## src/rtl/mdr_load_unit.sv

```systemverilog
// mdr_load_unit: memory-read stage of the micro-datapath.
// Takes a load command, does a single REQ/ACK read from data memory, extracts
// the byte/halfword/word lane, extends it and holds it in the memory data
// register that feeds the C-bus multiplexer. All outputs are registered.
module mdr_load_unit #(
  parameter int BUS_WIDTH  = 32,
  parameter int ADDR_WIDTH = 32,
  parameter int TIMEOUT    = 15
) (
  input  logic                  CLOCK_50,
  input  logic                  RESET_InHigh,
  input  logic                  IN_LOAD_START,
  input  logic [ADDR_WIDTH-1:0] IN_ADDRESS,
  input  logic [1:0]            IN_SIZE,
  input  logic                  IN_SIGNED,
  output logic                  MEM_REQ,
  output logic [ADDR_WIDTH-1:0] MEM_ADDR,
  input  logic                  MEM_ACK,
  input  logic [BUS_WIDTH-1:0]  MEM_RDATA,
  output logic [BUS_WIDTH-1:0]  BUS_OUT_MEMORY,
  output logic                  OUT_C_SELECT,
  output logic                  OUT_BUSY,
  output logic                  OUT_DONE,
  output logic                  OUT_ERROR
);

  typedef enum logic [1:0] {
    S_IDLE,
    S_REQ,
    S_DONE
  } state_t;

  localparam logic [1:0] SZ_BYTE = 2'b00;
  localparam logic [1:0] SZ_HALF = 2'b01;
  localparam logic [1:0] SZ_WORD = 2'b10;

  // Wait counter compares against this value in the last permitted REQ cycle.
  localparam logic [7:0] LP_LAST_WAIT = 8'(TIMEOUT - 1);

  state_t               r_state;
  logic [7:0]           r_wait;
  logic [1:0]           r_lane;
  logic [1:0]           r_size;
  logic                 r_signed;

  logic                 w_illegal;
  logic [7:0]           w_byte;
  logic [15:0]          w_half;
  logic [BUS_WIDTH-1:0] w_ext;

  // Command legality: reserved size or a misaligned halfword/word access.
  always_comb begin
    w_illegal = 1'b0;
    case (IN_SIZE)
      SZ_BYTE: w_illegal = 1'b0;
      SZ_HALF: w_illegal = IN_ADDRESS[0];
      SZ_WORD: w_illegal = (IN_ADDRESS[1:0] != 2'b00);
      default: w_illegal = 1'b1;
    endcase
  end

  // Little-endian lane selection and sign/zero extension of the read word.
  always_comb begin
    w_byte = MEM_RDATA[{r_lane, 3'b000} +: 8];
    w_half = MEM_RDATA[{r_lane[1], 4'b0000} +: 16];
    case (r_size)
      SZ_BYTE: w_ext = {{(BUS_WIDTH-8){r_signed & w_byte[7]}}, w_byte};
      SZ_HALF: w_ext = {{(BUS_WIDTH-16){r_signed & w_half[15]}}, w_half};
      default: w_ext = MEM_RDATA;
    endcase
  end

  // Control FSM with registered outputs; done/error/select are single-cycle pulses.
  always_ff @(posedge CLOCK_50 or posedge RESET_InHigh) begin
    if (RESET_InHigh) begin
      r_state        <= S_IDLE;
      r_wait         <= '0;
      r_lane         <= '0;
      r_size         <= '0;
      r_signed       <= 1'b0;
      MEM_REQ        <= 1'b0;
      MEM_ADDR       <= '0;
      BUS_OUT_MEMORY <= '0;
      OUT_C_SELECT   <= 1'b0;
      OUT_BUSY       <= 1'b0;
      OUT_DONE       <= 1'b0;
      OUT_ERROR      <= 1'b0;
    end else begin
      OUT_DONE     <= 1'b0;
      OUT_ERROR    <= 1'b0;
      OUT_C_SELECT <= 1'b0;
      case (r_state)
        S_IDLE: begin
          if (IN_LOAD_START) begin
            r_lane   <= IN_ADDRESS[1:0];
            r_size   <= IN_SIZE;
            r_signed <= IN_SIGNED;
            r_wait   <= '0;
            OUT_BUSY <= 1'b1;
            if (w_illegal) begin
              r_state        <= S_DONE;
              BUS_OUT_MEMORY <= '0;
              OUT_DONE       <= 1'b1;
              OUT_ERROR      <= 1'b1;
            end else begin
              r_state  <= S_REQ;
              MEM_REQ  <= 1'b1;
              MEM_ADDR <= {IN_ADDRESS[ADDR_WIDTH-1:2], 2'b00};
            end
          end
        end
        S_REQ: begin
          // Ack is checked before the timeout so a last-cycle ack still succeeds.
          if (MEM_ACK) begin
            r_state        <= S_DONE;
            MEM_REQ        <= 1'b0;
            BUS_OUT_MEMORY <= w_ext;
            OUT_DONE       <= 1'b1;
            OUT_C_SELECT   <= 1'b1;
          end else if (r_wait == LP_LAST_WAIT) begin
            r_state        <= S_DONE;
            MEM_REQ        <= 1'b0;
            BUS_OUT_MEMORY <= '0;
            OUT_DONE       <= 1'b1;
            OUT_ERROR      <= 1'b1;
          end else begin
            r_wait <= r_wait + 8'd1;
          end
        end
        S_DONE: begin
          r_state  <= S_IDLE;
          OUT_BUSY <= 1'b0;
        end
        default: begin
          r_state  <= S_IDLE;
          MEM_REQ  <= 1'b0;
          OUT_BUSY <= 1'b0;
        end
      endcase
    end
  end

endmodule

```

## config.mk

```make
export PLATFORM = sky130hd
export DESIGN_NAME = mdr_load_unit
export DESIGN_NICKNAME = d
export VERILOG_FILES = /design/src/rtl/mdr_load_unit.sv
export SDC_FILE = /design/constraint.sdc
export NUM_CORES = 1
export LEC_CHECK = 0
export BUFFER_PORTS_ARGS = -buffer_cell sky130_fd_sc_hd__buf_2
export CELL_PAD_IN_SITES_DETAIL_PLACEMENT = 1
export CELL_PAD_IN_SITES_GLOBAL_PLACEMENT = 1
export CORE_ASPECT_RATIO = 1.75
export CORE_MARGIN = 4
export CORE_UTILIZATION = 38
export DETAILED_ROUTE_END_ITERATION = 10
export PLACE_DENSITY_LB_ADDON = 0.1
export SLEW_MARGIN = 10
export SYNTH_ARGS = -nofsm -noshare
export SYNTH_HDL_FRONTEND = slang
export SYNTH_SLANG_ARGS = --single-unit
```

## constraint.sdc

```tcl
create_clock -name CLOCK_50 -period 2.8 [get_ports CLOCK_50]
set_clock_uncertainty 0.1 [all_clocks]
set_input_delay 0.28 -clock CLOCK_50 [delete_from_list [all_inputs] [get_ports CLOCK_50]]
set_output_delay 0.28 -clock CLOCK_50 [all_outputs]
set_load 0.1 [all_outputs]
```

==> impl_metrics.json, run 1 <==
{
  "hpwl_mm": 8.97,
  "synth.area.top_cells": "dfrtp_1, mux2_2, a221o_1",
  "synth_seq_cells": 82,
  "synth.distinct_cells": 51,
  "yosys.area.top_type": "dfrtp_1",
  "cts-root-buf": "clkbuf_16",
  "cts_resized": 0,
  "grt_max_degree": 50,
  "drcViolationCount": 0,
  "yosysSeqAreaShare_pct": 53.9,
  "slew_violations": 0,
  "fin_tns_setup_ns": 0,
  "grt_antenna_before_repair": 0,
  "critical_path_class": "reg2reg",
  "async_flop_share_pct": 100,
  "maxSlewHeadroom_pct": 26.8,
  "critPathMaxFanout": 27,
  "post-cts-setup-buffers": 0,
  "finalHoldViolCount": 0,
  "dp.cells": 566,
  "area_growth_pct": 28.3,
  "die_h_um": 140,
  "busiest_layer": "met2",
  "reg2reg_depth": 7,
  "final_common_cell": "buf_2",
  "cap_violations": 0,
  "drtIter0Drc": 72,
  "critPathCapture": "BUS_OUT_MEMORY[6]",
  "cts.sinks": 82,
  "crit_path_start": "r_wait[0]",
  "die_w_um": 83.7,
  "dieArea_um2": 11700,
  "tightest_slew_ns": 1.09,
  "final_cell_mix": "buf_2, dfrtp_1, mux2_2",
  "syn-instance-count": 319,
  "netlist.area_leader.share_pct": 53.9,
  "cp-end-kind": "flip-flop",
  "grt_pass1_wl_mm": 18.7,
  "track_usage_pct": 20.2,
  "r2r-end": "BUS_OUT_MEMORY[6]",
  "cts_tree": "done",
  "cp.required_ns": 2.96,
  "hold_ws_ns": 0.0461,
  "critPathLaunchType": "flip-flop",
  "hold_class": "in2reg",
  "rsz0062_at_grt": "false",
  "layout-drive-gt1-share_pct": 43.2,
  "grtUsageMet1_pct": 19.4,
  "ant_nets": 0,
  "use_met3_pct": 5.65,
  "fillers": 1138,
  "via_count": 3184,
  "drt-total-wl_mm": 11.5,
  "numPortBuffers": 137,
  "gp_congestion": 0.868,
  "num-nets-final": 526,
  "seqCellArea_um2": 2050,
  "fin_crit_ns": 2.44,
  "path_clk_slew_ns": 0.06,
  "synth_area_per_cell_um2": 11.9,
  "core_um2": 9850,
  "antennaDiodeCount": 0,
  "io_pins": 140,
  "setup-violations-final": 0,
  "vias_per_cell": 5.46,
  "clock_latency_ns": 0.34,
  "start_util_pct": 38.6,
  "synth_edf_count": 0,
  "fp-row-count": 48,
  "fin_cells": 583,
  "fin_crit_sh_pct": 87.0,
  "dr.pass1.iters": 4,
  "worstReg2RegStart": "r_wait[0]",
  "outcome": "complete, no violations",
  "rrSetupSlack_ns": 0.36,
  "synth.cell_area_um2": 3810,
  "cts_buffers": 9,
  "multi_input_area_um2": 1570,
  "ys.flop_type": "dfrtp_1",
  "worst_ep_arrival_time_ns": 2.59,
  "grt_overflow_total": 0,
  "grt_pass1_vias": 3559,
  "wl_per_cell_um": 19.8,
  "globalRouteMet2Util_pct": 39.1,
  "cpMaxStageDelayCell": "a211o_1",
  "fmax_mhz": 410,
  "h-tree-depth": 3,
  "slowest_delay_ns": 0.75,
  "crit_chain": "inv_1 > ha_1 > and4b_1 > a21oi_1 > a211o_1 > buf_4 > o2bb2ai_1",
  "clock_path_buffers": 2,
  "yosysWarnings": 0
}
==> worst min path at each step <==
stage                  startpoint     endpoint  slack [ns]  cells past startpoint
global placement     RESET_InHigh   r_state[1]        0.27                      2
CTS                     IN_SIGNED     r_signed        0.04                      3
global route        IN_ADDRESS[4]  MEM_ADDR[4]        0.05                      2
floorplan           IN_ADDRESS[0]    r_lane[0]        0.29                      2
detailed placement   RESET_InHigh   r_state[1]        0.28                      2
finish                  IN_SIGNED     r_signed        0.05                      3
==> area by class of cell <==
cell class	instances	area share, %
tap	125	3.20
clock buffer	9	4.61
inverter	15	1.18
clock inverter	7	1.05
sequential	82	42.0
multi-input combinational	199	32.2
timing repair buffer	146	15.7
==> registers in the layout (all words and copies together) (netlist names) <==
| register | flops |
|---|---|
| r_size | 2 |
| MEM_ADDR | 30 |
| BUS_OUT_MEMORY | 32 |
| r_wait | 8 |
| OUT_C_SELECT | 1 |
| OUT_DONE | 1 |
| r_lane | 2 |
| r_state | 2 |
| MEM_REQ | 1 |
| OUT_BUSY | 1 |
| OUT_ERROR | 1 |
| r_signed | 1 |
==> layer usage <==
metal	share of wire (%)	vias up
met4	3.5	0
li1	-	1462
met5	0	-
met1	34	1603
met2	58	97
met3	5.1	22
==> synthesized netlist by cell type, types with 7 or more instances <==
master     number
dfrtp_1        82
mux2_2         30
nand2_1        26
a221o_1        18
inv_1          14
clkbuf_1       10
mux2i_1        10
nor2_1         10
o22ai_1         9
o2bb2ai_1       9
buf_2           8
o221ai_1        8
a21oi_1         7
a22o_1          7
a2bb2oi_1       7
o21ai_0         7
==> through the flow <==
step | cell area [um2] | worst slack (ns) | utilization, %
finish | 4880 | 0.363 | 49.6
global route | 4880 | 0.141 | 49.6
CTS | 4880 | 0.334 | 49.6
detailed placement | 4600 | 0.382 | 46.7
global placement | 4600 | 0.444 | 46.7
floorplan | 3810 | 0.312 | -
==> cell families after synthesis <==
logic type      synth area share [%]
fa+ha+maj                      0.657
buf+inv                         4.90
mux                             12.5
other cells                   0.0985
compound gates                  19.1
flops                           53.9
xor+xnor                       0.460
simple gates                    8.42
==> worst max-delay path, delay by kind of cell, from the launching register on <==
kind,cells,cell delay (ns)
AO/OA/AOI/OAI,3,1.02
adder cells (fa/ha/maj),1,0.19
buffers and inverters,2,0.37
flip-flops,1,0.44
AND/OR/NAND/NOR,1,0.23
==> timing repair <==
action                     CTS  global route
setup endpoints to repair    0             0
hold endpoints to repair    33             0
hold buffers                 1             0
Power of run 1 is not shown: default switching activity piles up to over one toggle a cycle in this logic, so the estimate is an artifact.
==> run 2, diff against run 1 <==
--- a/config.mk
+++ b/config.mk
@@ -9,7 +9,7 @@
 export CELL_PAD_IN_SITES_DETAIL_PLACEMENT = 1
 export CELL_PAD_IN_SITES_GLOBAL_PLACEMENT = 1
 export CORE_ASPECT_RATIO = 1.75
-export CORE_MARGIN = 4
+export CORE_MARGIN = 2
 export CORE_UTILIZATION = 38
 export DETAILED_ROUTE_END_ITERATION = 10
 export PLACE_DENSITY_LB_ADDON = 0.1
==> run 2 against run 1 <==
  * Die area decreased by 7.5%
  * Critical endpoint is now BUS_OUT_MEMORY[19]
  * Clock-buffer cell count is 2 higher
  * Register-to-register slack better by 0.32 ns
==> impl_metrics.json, run 2 (synthesis gave the netlist of run 1 again) <==
{
  "worst_ep_arrival_time_ns": 2.24,
  "dr.pass1.iters": 4,
  "hpwl_mm": 8.62,
  "track_usage_pct": 22.0,
  "final_cell_mix": "buf_2, dfrtp_1, mux2_2",
  "gp_congestion": 0.825,
  "fp-row-count": 48,
  "cts.sinks": 82,
  "start_util_pct": 38.9,
  "core_um2": 9790,
  "postLayoutCellArea_um2": 4930,
  "cts_resized": 0,
  "ant_nets": 0,
  "hold_class": "in2reg",
  "clock_latency_ns": 0.34,
  "critPathMaxFanout": 34,
  "cts-root-buf": "clkbuf_16",
  "clock_path_buffers": 2,
  "layout-drive-gt1-share_pct": 43.1,
  "drt-total-wl_mm": 11.4,
  "top_register": "BUS_OUT_MEMORY",
  "die_h_um": 136,
  "area_growth_pct": 29.5,
  "pre_cts_ws_ns": 0.684,
  "cp-end-kind": "flip-flop",
  "cap_violations": 0,
  "final_common_cell": "buf_2",
  "cp.required_ns": 2.92,
  "post-cts-setup-buffers": 0,
  "critPathLaunchType": "flip-flop",
  "fmax_mhz": 472,
  "place_area_um2": 4620,
  "drcViolationCount": 0,
  "h-tree-depth": 3,
  "largest_reg_flops": 32,
  "fin_crit_sh_pct": 75.7,
  "grt_pass1_vias": 3335,
  "fin_crit_ns": 2.12,
  "via_count": 3161,
  "drtIter0Drc": 119,
  "io_pins": 140,
  "fin_util_pct": 50.4,
  "outcome": "complete, no violations",
  "cts_buffers": 9,
  "dieArea_um2": 10900,
  "slew_violations": 0,
  "path_clk_slew_ns": 0.07,
  "maxSlewHeadroom_pct": 25.1,
  "finalHoldViolCount": 0,
  "num-nets-final": 527,
  "worst_slack_ns": 0.679,
  "vias_per_cell": 5.41,
  "grt_max_degree": 50,
  "grt_overflow_total": 0,
  "grt_pass1_wl_mm": 17.9,
  "numPortBuffers": 137,
  "setup-violations-final": 0,
  "fin_tns_setup_ns": 0,
  "grt_antenna_before_repair": 0,
  "cts_tree": "done",
  "antennaDiodeCount": 0,
  "tightest_slew_ns": 1.12,
  "critical_path_class": "reg2reg",
  "die_w_um": 79.7,
  "rsz0062_at_grt": "false",
  "reg.largest.list": "BUS_OUT_MEMORY x32, MEM_ADDR x30, r_wait x8",
  "wl_per_cell_um": 19.5
}
## run 2: changes by cell type in the layout (fill, tap and decap cells not counted)
cell,change
clkinvlp_4,-2
buf_12,+1
clkbuf_1,+1
clkbuf_8,+1
clkinv_2,-1
bufinv_16,+1
clkinv_4,+2
inv_6,-2
## run 2: area by class of cell
cell class / count / area (um2)
Fill cell: 1117 / 4860
Clock buffer: 11 / 243
Sequential cell: 82 / 2050
Clock inverter: 5 / 61.3
Multi-Input combinational cell: 199 / 1570
Inverter: 15 / 57.6
Timing Repair Buffer: 147 / 788
Tap cell: 125 / 156
## run 2: stage by stage
stage | cells | hold WS [ns]
floorplan | 320 | 0.285
global route | 584 | 0.0455
global placement | 567 | 0.259
finish | 584 | 0.0473
CTS | 584 | 0.0359
detailed placement | 567 | 0.282
## run 2: routing by layer
| metal | GRT usage, % | vias to the layer above | routed length [um] |
|---|---|---|---|
| met5 | 0 | - | 0 |
| met4 | 10.4 | 0 | 362 |
| met3 | 4.65 | 18 | 574 |
| met2 | 41.6 | 97 | 6570 |
| met1 | 22.3 | 1589 | 3860 |
| li1 | - | 1457 | - |
## run 2: what timing repair did
action / in CTS / in global routing
hold buffers: 1 / 0
hold endpoints to repair: 33 / 0
setup endpoints to repair: 0 / 0
## run 2: worst paths after layout
kind / cells past startpoint / end / slack (ns) / startpoint
worst max-delay path: 7 / BUS_OUT_MEMORY[19] / 0.68 / r_wait[0]
worst min-delay path: 3 / r_signed / 0.05 / IN_SIGNED
worst max register to register: 7 / BUS_OUT_MEMORY[19] / 0.68 / r_wait[0]
worst min register to register: 1 / BUS_OUT_MEMORY[7] / 0.39 / BUS_OUT_MEMORY[7]
max in group asynchronous: 4 / MEM_ADDR[27] / 1.46 / RESET_InHigh
min in group asynchronous: 3 / BUS_OUT_MEMORY[7] / 0.47 / RESET_InHigh
## run 2: worst max-delay path, stage by stage (launching register included)
cell,delay (ns)
dfrtp_1,0.43
inv_1,0.08
ha_1,0.13
and4b_1,0.29
a21oi_1,0.09
a211o_1,0.31
buf_12,0.18
a221o_1,0.37
Power of run 2 is left out for the same reason.
==> run 3, diff against run 2 <==
==> constraint.sdc (replaced) <==
create_clock -name CLOCK_50 -period 2.08 [get_ports CLOCK_50]
set_clock_uncertainty 0.1 [all_clocks]
set_input_delay 0.208 -clock CLOCK_50 [delete_from_list [all_inputs] [get_ports CLOCK_50]]
set_output_delay 0.208 -clock CLOCK_50 [all_outputs]
set_load 0.1 [all_outputs]
==> run 3 against run 2 <==
  * Sequential share of layout area shrank 2.7 points
  * Core utilization rose by 3.5 points
  * Routed wire length increased by 1.7%
  * Worst setup slack worse by 0.50 ns
  * Die area is the same
  * Critical path depth down 1
  * Flip-flop and latch count unchanged
  * First-iteration DRC count increased by 5.0%
  * Clock-buffer cell count rose by 2
  * Critical endpoint is now BUS_OUT_MEMORY[26]
==> impl_metrics.json, run 3 (synthesis gave the netlist of run 1 again) <==
{
  "clock_latency_ns": 0.34,
  "path_clk_slew_ns": 0.06,
  "fin_cells": 621,
  "cts.sinks": 82,
  "core_um2": 9790,
  "cts_buffers": 9,
  "grt_antenna_before_repair": 0,
  "ant_nets": 0,
  "die_h_um": 136,
  "cts-root-buf": "clkbuf_16",
  "cp.required_ns": 2.20,
  "hold_ws_ns": 0.0103,
  "grt_max_degree": 83,
  "hpwl_mm": 8.48,
  "pre_cts_ws_ns": 0.109,
  "cpMaxStageDelayCell": "dfrtp_1",
  "track_usage_pct": 23.0,
  "drt-total-wl_mm": 11.6,
  "crit_family": "compound AO/OA/AOI/OAI gates",
  "outcome": "complete, no violations",
  "via_count": 3353,
  "antennaDiodeCount": 0,
  "setup-violations-final": 0,
  "dieArea_um2": 10900,
  "grt_overflow_total": 0,
  "fin_crit_ns": 1.90,
  "io_pins": 140,
  "fin_crit_sh_pct": 91.5,
  "slowest_delay_ns": 0.40,
  "post-cts-setup-buffers": 0,
  "numPortBuffers": 137,
  "crit_chain": "ha_1 > and4b_1 > a21oi_1 > a211o_1 > buf_12 > a221o_1",
  "grt_pass1_vias": 3714,
  "cp-end-kind": "flip-flop",
  "worst_ep_arrival_time_ns": 2.02,
  "maxSlewHeadroom_pct": 55.4,
  "clock_path_buffers": 2,
  "wl_per_cell_um": 18.6,
  "h-tree-depth": 3,
  "dr.pass1.iters": 4,
  "fmax_mhz": 525,
  "cts_tree": "done",
  "layout-drive-gt1-share_pct": 41.7,
  "num-nets-final": 564,
  "drtIter0Drc": 125,
  "top_register": "BUS_OUT_MEMORY",
  "die_w_um": 79.7,
  "critPathMaxFanout": 34,
  "critPathLaunchType": "flip-flop",
  "gp_congestion": 0.894,
  "start_util_pct": 38.9,
  "tightest_slew_ns": 0.669,
  "drcViolationCount": 0,
  "finalHoldViolCount": 0,
  "area_growth_pct": 38.6,
  "crit_buf_inv": 1,
  "slew_violations": 0,
  "fin_tns_setup_ns": 0,
  "largest_reg_flops": 32,
  "final_common_cell": "buf_2",
  "cap_violations": 0,
  "grt_pass1_wl_mm": 18.8,
  "worst_slack_ns": 0.176,
  "fp-row-count": 48,
  "hold_class": "in2reg",
  "critical_path_class": "reg2reg",
  "final_cell_mix": "buf_2, dfrtp_1, mux2_2",
  "vias_per_cell": 5.40,
  "dp.cells": 577,
  "reg.largest.list": "BUS_OUT_MEMORY x32, MEM_ADDR x30, r_wait x8",
  "rsz0062_at_grt": "false"
}
-- run 3: cell types whose count changed in the layout (fill, tap and decap cells not counted) --
cell,change
clkinv_4,-2
buf_4,+8
nor2_1,-1
buf_12,+2
nor2_2,+1
clkinv_2,-2
bufinv_16,-1
dlygate4sd3_1,+27
clkbuf_1,+2
clkinvlp_4,+3
-- run 3: layer usage --
layer	GRT usage (%)	share of wire (%)	vias up
li1	-	-	1539
met3	5.38	4.9	29
met2	43.0	58	111
met4	12.5	4.2	0
met1	22.8	33	1674
met5	0	0	-
-- run 3: final timing paths --
check	start	to	slack (ns)	cells after the start
worst max-delay path	r_wait[1]	BUS_OUT_MEMORY[26]	0.18	6
worst max register to register	r_wait[1]	BUS_OUT_MEMORY[26]	0.18	6
worst min register to register	BUS_OUT_MEMORY[1]	BUS_OUT_MEMORY[1]	0.39	1
max in group asynchronous	RESET_InHigh	r_state[0]	1.10	4
worst min-delay path	IN_ADDRESS[19]	MEM_ADDR[19]	0.01	2
min in group asynchronous	RESET_InHigh	BUS_OUT_MEMORY[19]	0.45	4
-- run 3: stage by stage --
| stage | utilization [%] | area (um2) |
|---|---|---|
| floorplan | - | 3810 |
| global placement | 48.2 | 4720 |
| detailed placement | 48.2 | 4720 |
| CTS | 53.8 | 5260 |
| global route | 53.9 | 5280 |
| finish | 53.9 | 5280 |
-- run 3: final cells by class --
| cell class | count | area [um2] |
|---|---|---|
| sequential | 82 | 2050 |
| tap | 125 | 156 |
| inverter | 15 | 60.1 |
| clock buffer | 13 | 250 |
| clock inverter | 3 | 23.8 |
| fill | 1089 | 4510 |
| timing repair buffer | 184 | 1160 |
| multi-input combinational | 199 | 1570 |
-- run 3: timing repair --
action / 4_1_cts / 5_1_grt
hold endpoints to repair: 108 / 1
resized for setup: 0 / 1
hold buffers: 27 / 1
endpoints found under the setup margin: 0 / 16
Power of run 3 is left out for the same reason.
